[src/rtl/uart_pkg.sv]
// Shared UART definitions: FSM state encoding, default timing constants and
// parity modes used by both the transmit and receive paths.
package uart_pkg;

  typedef enum logic [2:0] {
    ST_IDLE   = 3'd0,
    ST_START  = 3'd1,
    ST_DATA   = 3'd2,
    ST_PARITY = 3'd3,
    ST_STOP   = 3'd4
  } uart_state_e;

  typedef enum logic {
    PAR_EVEN = 1'b0,
    PAR_ODD  = 1'b1
  } parity_mode_e;

  localparam int DEFAULT_OVERSAMPLE = 16;
  localparam int DEFAULT_BAUD_DIV   = 651;  // 100 MHz / (9600 * 16)

  function automatic int max_int(input int a, input int b);
    return (a > b) ? a : b;
  endfunction

endpackage

[src/rtl/baud_rate_generator.sv]
// Free-running sample-tick generator; clear realigns the tick phase so a new
// frame's first bit is exactly one full bit period long.
module baud_rate_generator
  import uart_pkg::*;
#(
  parameter int BAUD_DIV = DEFAULT_BAUD_DIV
) (
  input  logic clk,
  input  logic reset,
  input  logic clear,
  output logic sample_tick
);

  localparam int CNT_W = (BAUD_DIV > 1) ? $clog2(BAUD_DIV) : 1;
  localparam logic [CNT_W-1:0] CNT_LAST = CNT_W'(BAUD_DIV - 1);

  logic [CNT_W-1:0] count_q, count_d;

  assign sample_tick = (count_q == CNT_LAST);

  always_comb begin
    count_d = count_q + 1'b1;
    if (clear || sample_tick) begin
      count_d = '0;
    end
  end

  always_ff @(posedge clk) begin
    if (reset) begin
      count_q <= '0;
    end else begin
      count_q <= count_d;
    end
  end

endmodule

[src/rtl/uart_tx_fifo_reader.sv]
// UART transmitter that pops words from a first-word-fall-through FIFO and
// frames each one as start, LSB-first data, optional parity and stop.
module uart_tx_fifo_reader
  import uart_pkg::*;
#(
  parameter int DATA_BITS  = 8,
  parameter int OVERSAMPLE = DEFAULT_OVERSAMPLE,
  parameter int SB_TICKS   = 16,
  parameter int BAUD_DIV   = DEFAULT_BAUD_DIV,
  parameter int PARITY_EN  = 0,
  parameter int PARITY_ODD = 0
) (
  input  logic                 clk,
  input  logic                 reset,
  input  logic                 tx_enable,
  input  logic                 fifo_empty,
  input  logic [DATA_BITS-1:0] fifo_data,
  output logic                 fifo_read,
  output logic                 tx,
  output logic                 tx_busy,
  output logic                 tx_done_tick
);

  localparam int TICK_MAX = max_int(OVERSAMPLE, SB_TICKS);
  localparam int TICK_W   = max_int(1, $clog2(TICK_MAX));
  localparam int BIT_W    = max_int(1, $clog2(DATA_BITS));

  localparam logic [TICK_W-1:0] OS_LAST  = TICK_W'(OVERSAMPLE - 1);
  localparam logic [TICK_W-1:0] SB_LAST  = TICK_W'(SB_TICKS - 1);
  localparam logic [BIT_W-1:0]  BIT_LAST = BIT_W'(DATA_BITS - 1);

  localparam parity_mode_e PAR_MODE = (PARITY_ODD != 0) ? PAR_ODD : PAR_EVEN;

  uart_state_e          state_q, state_d;
  logic [TICK_W-1:0]    tick_q, tick_d;
  logic [BIT_W-1:0]     bit_q, bit_d;
  logic [DATA_BITS-1:0] shift_q, shift_d;
  logic                 parity_q, parity_d;
  logic                 tx_q, tx_d;

  logic                 sample_tick;
  logic                 start_frame;
  logic                 period_end;
  logic                 done;
  logic [TICK_W-1:0]    period_last;

  // Reset gates the pop so a word is never taken on a cycle whose state
  // update is discarded.
  assign start_frame = (state_q == ST_IDLE) && tx_enable && !fifo_empty && !reset;

  baud_rate_generator #(
    .BAUD_DIV (BAUD_DIV)
  ) u_baud (
    .clk         (clk),
    .reset       (reset),
    .clear       (start_frame),
    .sample_tick (sample_tick)
  );

  // NOTE: every variable written here gets a default first, so no path can
  // leave one unassigned and infer a latch.
  always_comb begin
    state_d  = state_q;
    tick_d   = tick_q;
    bit_d    = bit_q;
    shift_d  = shift_q;
    parity_d = parity_q;
    done     = 1'b0;

    period_last = (state_q == ST_STOP) ? SB_LAST : OS_LAST;
    period_end  = sample_tick && (tick_q == period_last);

    if ((state_q != ST_IDLE) && sample_tick) begin
      tick_d = period_end ? '0 : tick_q + 1'b1;
    end

    case (state_q)
      ST_IDLE: begin
        if (start_frame) begin
          shift_d  = fifo_data;
          parity_d = (^fifo_data) ^ (PAR_MODE == PAR_ODD);
          tick_d   = '0;
          bit_d    = '0;
          state_d  = ST_START;
        end
      end
      ST_START: begin
        if (period_end) begin
          bit_d   = '0;
          state_d = ST_DATA;
        end
      end
      ST_DATA: begin
        if (period_end) begin
          if (bit_q == BIT_LAST) begin
            state_d = (PARITY_EN != 0) ? ST_PARITY : ST_STOP;
          end else begin
            shift_d = shift_q >> 1;
            bit_d   = bit_q + 1'b1;
          end
        end
      end
      ST_PARITY: begin
        if (period_end) begin
          state_d = ST_STOP;
        end
      end
      ST_STOP: begin
        if (period_end) begin
          done    = 1'b1;
          state_d = ST_IDLE;
        end
      end
      default: state_d = ST_IDLE;
    endcase

    // Line level is computed from the next state so the registered tx lines
    // up with the state it belongs to.
    case (state_d)
      ST_START:  tx_d = 1'b0;
      ST_DATA:   tx_d = shift_d[0];
      ST_PARITY: tx_d = parity_d;
      default:   tx_d = 1'b1;
    endcase
  end

  // NOTE: state registers use non-blocking assignments so every flop samples
  // the pre-edge values regardless of statement order.
  always_ff @(posedge clk) begin
    if (reset) begin
      state_q  <= ST_IDLE;
      tick_q   <= '0;
      bit_q    <= '0;
      shift_q  <= '0;
      parity_q <= 1'b0;
      tx_q     <= 1'b1;
    end else begin
      state_q  <= state_d;
      tick_q   <= tick_d;
      bit_q    <= bit_d;
      shift_q  <= shift_d;
      parity_q <= parity_d;
      tx_q     <= tx_d;
    end
  end

  assign fifo_read    = start_frame;
  assign tx           = tx_q;
  assign tx_busy      = (state_q != ST_IDLE);
  assign tx_done_tick = done && !reset;

endmodule

[config.mk]
export PLATFORM = sky130hd
export DESIGN_NAME = uart_tx_fifo_reader
export DESIGN_NICKNAME = d
export VERILOG_FILES = /design/src/rtl/uart_pkg.sv /design/src/rtl/baud_rate_generator.sv /design/src/rtl/uart_tx_fifo_reader.sv
export SDC_FILE = /design/constraint.sdc
export NUM_CORES = 1
export LEC_CHECK = 0
export CORE_UTILIZATION = 45
export DETAILED_ROUTE_END_ITERATION = 8
export PLACE_DENSITY = 0.74
export SYNTH_ARGS = -nofsm -noshare
export SYNTH_HDL_FRONTEND = slang
export SYNTH_SLANG_ARGS = --single-unit
[constraint.sdc]
create_clock -name clk -period 5.02 [get_ports clk]
set_clock_uncertainty 0.15 [all_clocks]
set_input_delay 1.004 -clock clk [delete_from_list [all_inputs] [get_ports clk]]
set_output_delay 1.004 -clock clk [all_outputs]
set_load 0.1 [all_outputs]
==> flow_summary.json, run 1 <==
{
  "finalWeightedCongestion": 0.8937,
  "die_h_um": 58.94,
  "via_count": 1247,
  "seqCellArea_um2": 600.6,
  "fin_cells": 233,
  "grt_usage_pct": 19.59,
  "reg2reg_from": "state_q[2]",
  "wl_um": 2904,
  "maxSlewHeadroom_pct": 35.87,
  "grt_pass1_wl_um": 5078,
  "cp-start-kind": "input port",
  "numPortBuffers": 15,
  "synth_cell_types": 34,
  "synth_edf_count": 0,
  "syn_area_per_cell_um2": 8.684,
  "multi_input_area_um2": 824.5,
  "fin_setup_tns_ns": 0,
  "cts_made_buffers": 5,
  "p_leak_uw": 0.0006341,
  "antenna_found_initial": 0,
  "firstDrtPassIters": 4,
  "syn2layout_area_growth_pct": 17.58,
  "synth_area_leaders": "dfxtp_1, nor2_1, xnor2_1, ha_1, a222oi_1",
  "worstMarginPinSlew_ns": 0.9589,
  "antennaDiodeCount": 0,
  "ant_nets": 0,
  "min_to": "bit_q[1]",
  "clockRootBuffer": "clkbuf_4",
  "synth_top_area_share_pct": 41.17,
  "die_width_um": 58.94,
  "wl_per_cell_um": 12.46,
  "reg2reg_slack_ns": 2.82,
  "placed_cells": 225,
  "io_pins": 16,
  "async_flop_share_pct": 0,
  "reg2reg_depth": 8,
  "power_uw": 469.7,
  "syn_area_mm2": 0.001459,
  "status": "finished, final reports clean",
  "finalCritPeriodShare_pct": 71.28,
  "worstHoldPathCells": 2,
  "max-cap-violations": 0,
  "cts_tree": "done",
  "drt_iter0_markers": 67,
  "synth_flop_cell": "dfxtp_1",
  "hp-class": "register to register",
  "routed_via_density": 5.352,
  "start_util_pct": 47.79,
  "postCtsHoldBufs": 0,
  "ys_ff_latch": 30,
  "cts_setup_buffers": 0,
  "yosysWarnings": 0,
  "insertion_delay_ns": 0.34,
  "ir_drop_mv": 0.1437,
  "fin_crit_ns": 3.578,
  "p_per_area_mw_per_mm2": 273.8,
  "num_rows": 20,
  "htreeDepth": 2,
  "slew_violations": 0,
  "dieArea_mm2": 0.003474,
  "end_kind": "output port",
  "synth_common_cells": "nor2_1, dfxtp_1, nand2_1, nand3_1, xnor2_1",
  "crit_type": "input port to output port",
  "finalSetupViolCount": 0,
  "critPathRequiredTime_ns": 3.87,
  "path_clk_slew_ns": 0.10,
  "finalHoldViolCount": 0,
  "grt_max_degree": 20,
  "fillers": 303,
  "grt_pass1_vias": 1231,
  "ctsResizeCount": 0,
  "drcViolationCount": 0,
  "arrival_ns": 2.42,
  "synth_top_area_cell": "dfxtp_1",
  "drive_gt1_share_pct": 9.524,
  "netlist_instances": 168,
  "hold_start": "bit_q[1]",
  "grt_setup_unrepaired": "false",
  "fp.coreArea_mm2": 0.003053,
  "seq_area_frac_synth_pct": 41.17,
  "syn-num-nets": 185,
  "hold-worst-slack_ns": 0.3336,
  "clock_path_buffers": 2,
  "r2r-end": "shift_q[2]",
  "yosysMostFrequentCell": "nor2_1",
  "dp_hpwl_um": 2144,
  "final_nets": 205,
  "worstPathMaxFanout": 19,
  "overflow": 0,
  "clock.fmax_mhz": 279.5,
  "cts.sinks": 30
}
## placed cells by master, fill, tap and decap left out, drive strengths merged, types with 2 or more instances in the layout
cell and count:
a22oi 2, nand3b 2, nor2 36, dfxtp 30, o21ai 7, clkdlybuf4s50 13
xor2 6, a222oi 6, nand2 14, and3 2, clkbuf 6, nor3 2
a21oi 8, nor2b 5, mux2i 2, buf 4, inv 3, nand3 11
ha 5, xnor2 10
## cells by family after synthesis
family	share of synthesized area (%)
AOI/OAI and AO/OA	14.15
xor gates and xnor gates	9.605
adders and majority gates	4.288
buffers and inverters	2.315
DFF	41.17
muxes	1.372
and+or+nand+nor	27.10
## layer usage
| metal | part of all wire [%] | track usage, % |
|---|---|---|
| met1 | 44 | 22.16 |
| met2 | 49 | 33.44 |
| met3 | 4.2 | 4.615 |
| met4 | 2.1 | 11.56 |
| met5 | 0 | 0 |
## report_power, final
part           total [µW]  switching [µW]  internal [µW]
clock network         157            89.9           67.2
registers             249            5.15            244
logic                63.7            36.4           27.4
total                 470             131            338
## per-stage QoR
step	setup slack (ns)	cell area, µm²	util, %
3_5_place_dp	1.438	1652	54.10
6_report	1.442	1715	56.19
5_1_grt	1.379	1715	56.19
4_1_cts	1.432	1715	56.19
2_1_floorplan	0.5597	1459	-
3_3_place_gp	1.464	1652	54.10
## final cells by class
type                    count  share of cell area, %
clock buffers               6                  2.991
clock inverters             2                 0.7294
inverters                   3                 0.6565
multi-input cells         131                  48.07
flip-flops and latches     30                  35.01
well taps                  44                  3.209
repair buffers             17                  9.336
## registers in the layout, summed over array words and instances, names as in the netlist
register / cells
parity_q: 1
tick_q: 4
u_baud.count_q: 10
bit_q: 3
shift_q: 8
tx: 1
state_q: 3
## worst max-delay path by stage
stage                      from            to  slack, ns  depth (start not counted)
after floorplan           reset  tx_done_tick       0.56                          2
after global placement    reset     fifo_read       1.46                          5
after detailed placement  reset     fifo_read       1.44                          5
after CTS                 reset     fifo_read       1.43                          5
after global routing      reset     fifo_read       1.38                          5
final                     reset     fifo_read       1.44                          5
## worst max-delay path: stages
cell and delay [ns]:
clkdlybuf4s50_1 0.39, buf_4 0.20, nor4b_4 0.26, buf_4 0.24, buf_4 0.32
(Power assumes the default switching activity.)
==> run 2, diff against run 1 <==
- clock period: 5.02 -> 3.35 ns (I/O delays scaled with it)
==> flow_summary.json, run 2 (synthesis gave the netlist of run 1 again) <==
{
  "grt_pass1_vias": 1213,
  "numPortBuffers": 15,
  "layout_commonest_cell": "nor2_1",
  "via_count": 1246,
  "antennaDiodeCount": 0,
  "fin_area_mm2": 0.001752,
  "fin_crit_ns": 2.824,
  "largest_reg_flops": 10,
  "final_cell_mix": "nor2_1, dfxtp_1, nand2_1",
  "finalSetupViolCount": 0,
  "firstDrtPassIters": 4,
  "power_uw": 747.0,
  "finalWeightedCongestion": 0.9385,
  "critPathRequiredTime_ns": 2.53,
  "start_util_pct": 47.79,
  "combPwrFrac_pct": 13.0,
  "ctsResizeCount": 0,
  "p_leak_uw": 0.0006469,
  "pwr-share-clk_pct": 37.1,
  "drt_iter0_markers": 89,
  "die_width_um": 58.94,
  "fin_ws_ns": 0.5262,
  "postPlaceCellArea_mm2": 0.001677,
  "routed_via_density": 5.348,
  "crit_type": "register to output port",
  "grt_pass1_wl_um": 4912,
  "dp_hpwl_um": 2177,
  "insertion_delay_ns": 0.33,
  "cts.sinks": 30,
  "clock.fmax_mhz": 354.1,
  "wl_per_cell_um": 12.15,
  "io_pins": 16,
  "overflow": 0,
  "die_h_um": 58.94,
  "drcViolationCount": 0,
  "worstPathMaxFanout": 6,
  "crit_family": "simple AND/OR/NAND/NOR gates",
  "arrival_ns": 2.00,
  "grt_usage_pct": 19.23,
  "p_sw_uw": 182.4,
  "final_nets": 205,
  "cts_made_buffers": 5,
  "ant_nets": 0,
  "grt_max_degree": 19,
  "power_frac_seq_pct": 49.9,
  "worstMarginPinSlew_ns": 0.4648,
  "ir_drop_mv": 0.1939,
  "grt_setup_unrepaired": "false",
  "p_int_uw": 564.7,
  "dp_slack_ns": 0.6441,
  "swShare_pct": 24.41,
  "cts_tree": "done",
  "path_buf_inv": 1,
  "finalHoldViolCount": 0,
  "antenna_found_initial": 0,
  "maxSlewHeadroom_pct": 68.88,
  "syn2layout_area_growth_pct": 20.07,
  "status": "finished, final reports clean",
  "slew_violations": 0,
  "reg_top3": "u_baud.count_q: 10 flops, shift_q: 8 flops, tick_q: 4 flops",
  "fp.coreArea_mm2": 0.003053,
  "cp-start-kind": "register",
  "p_per_area_mw_per_mm2": 426.5,
  "top_register": "u_baud.count_q",
  "drive_gt1_share_pct": 10.05,
  "hp-class": "register to register",
  "wl_um": 2831,
  "clock_path_buffers": 2,
  "crit_slowest_cell": "dfxtp_1",
  "end_kind": "output port",
  "finalCritPeriodShare_pct": 84.29,
  "crit_path_max_incr_delay_ns": 0.40,
  "dieArea_mm2": 0.003474,
  "num_rows": 20,
  "path_clk_slew_ns": 0.09,
  "cts_setup_buffers": 0,
  "htreeDepth": 2,
  "fin_setup_tns_ns": 0,
  "postCtsHoldBufs": 0,
  "clockRootBuffer": "clkbuf_4",
  "path_cells": "ha_1, and3_1, nand4_1, nor3_2, buf_12",
  "hold-worst-slack_ns": 0.3330,
  "max-cap-violations": 0
}
run 2: changes by cell type in the layout (fill, tap and decap cells not counted), sizes merged:
| cell | delta |
|---|---|
| clkinv | -1 |
| clkbuf | +1 |
| bufinv | +1 |
| buf | +2 |
| clkinvlp | -1 |
| clkdlybuf4s50 | -2 |
run 2: path summary, 6_finish.rpt:
kind	slack, ns	start	cells past startpoint	end
setup / recovery	0.53	tick_q[0]	5	tx_done_tick
hold / removal	0.33	u_baud.count_q[0]	1	u_baud.count_q[0]
setup reg to reg	1.13	tick_q[0]	6	shift_q[3]
hold reg to reg	0.33	u_baud.count_q[0]	1	u_baud.count_q[0]
run 2: power groups by stage:
stage          Combinational [µW]  Clock (µW)  Sequential [µW]
2_1_floorplan                59.1           0              387
3_3_place_gp                 95.2           0              381
3_5_place_dp                 97.2           0              381
4_1_cts                      97.5         288              373
5_1_grt                       105         305              374
6_report                     96.9         277              373
run 2: area by class of cell:
class                           count  area (µm²)
Fill cell                         306        1301
Multi-Input combinational cell    131       829.5
Sequential cell                    30       600.6
Timing Repair Buffer               17       180.2
Tap cell                           44       55.05
Clock buffer                        7       45.04
Clock inverter                      1       30.03
Inverter                            3       11.26
run 2: per-layer routing:
metal,track usage [%],up-vias,share of wire [%]
li1,-,630,-
met1,20.27,578,44
met2,33.60,29,48
met3,7.033,9,5.5
met4,9.524,0,2.5
met5,0,-,0
run 2: stage by stage:
stage / util, % / std cells
after floorplan: - / 168
after global placement: 54.92 / 225
after detailed placement: 54.92 / 225
after CTS: 57.38 / 233
after global routing: 57.38 / 233
final: 57.38 / 233
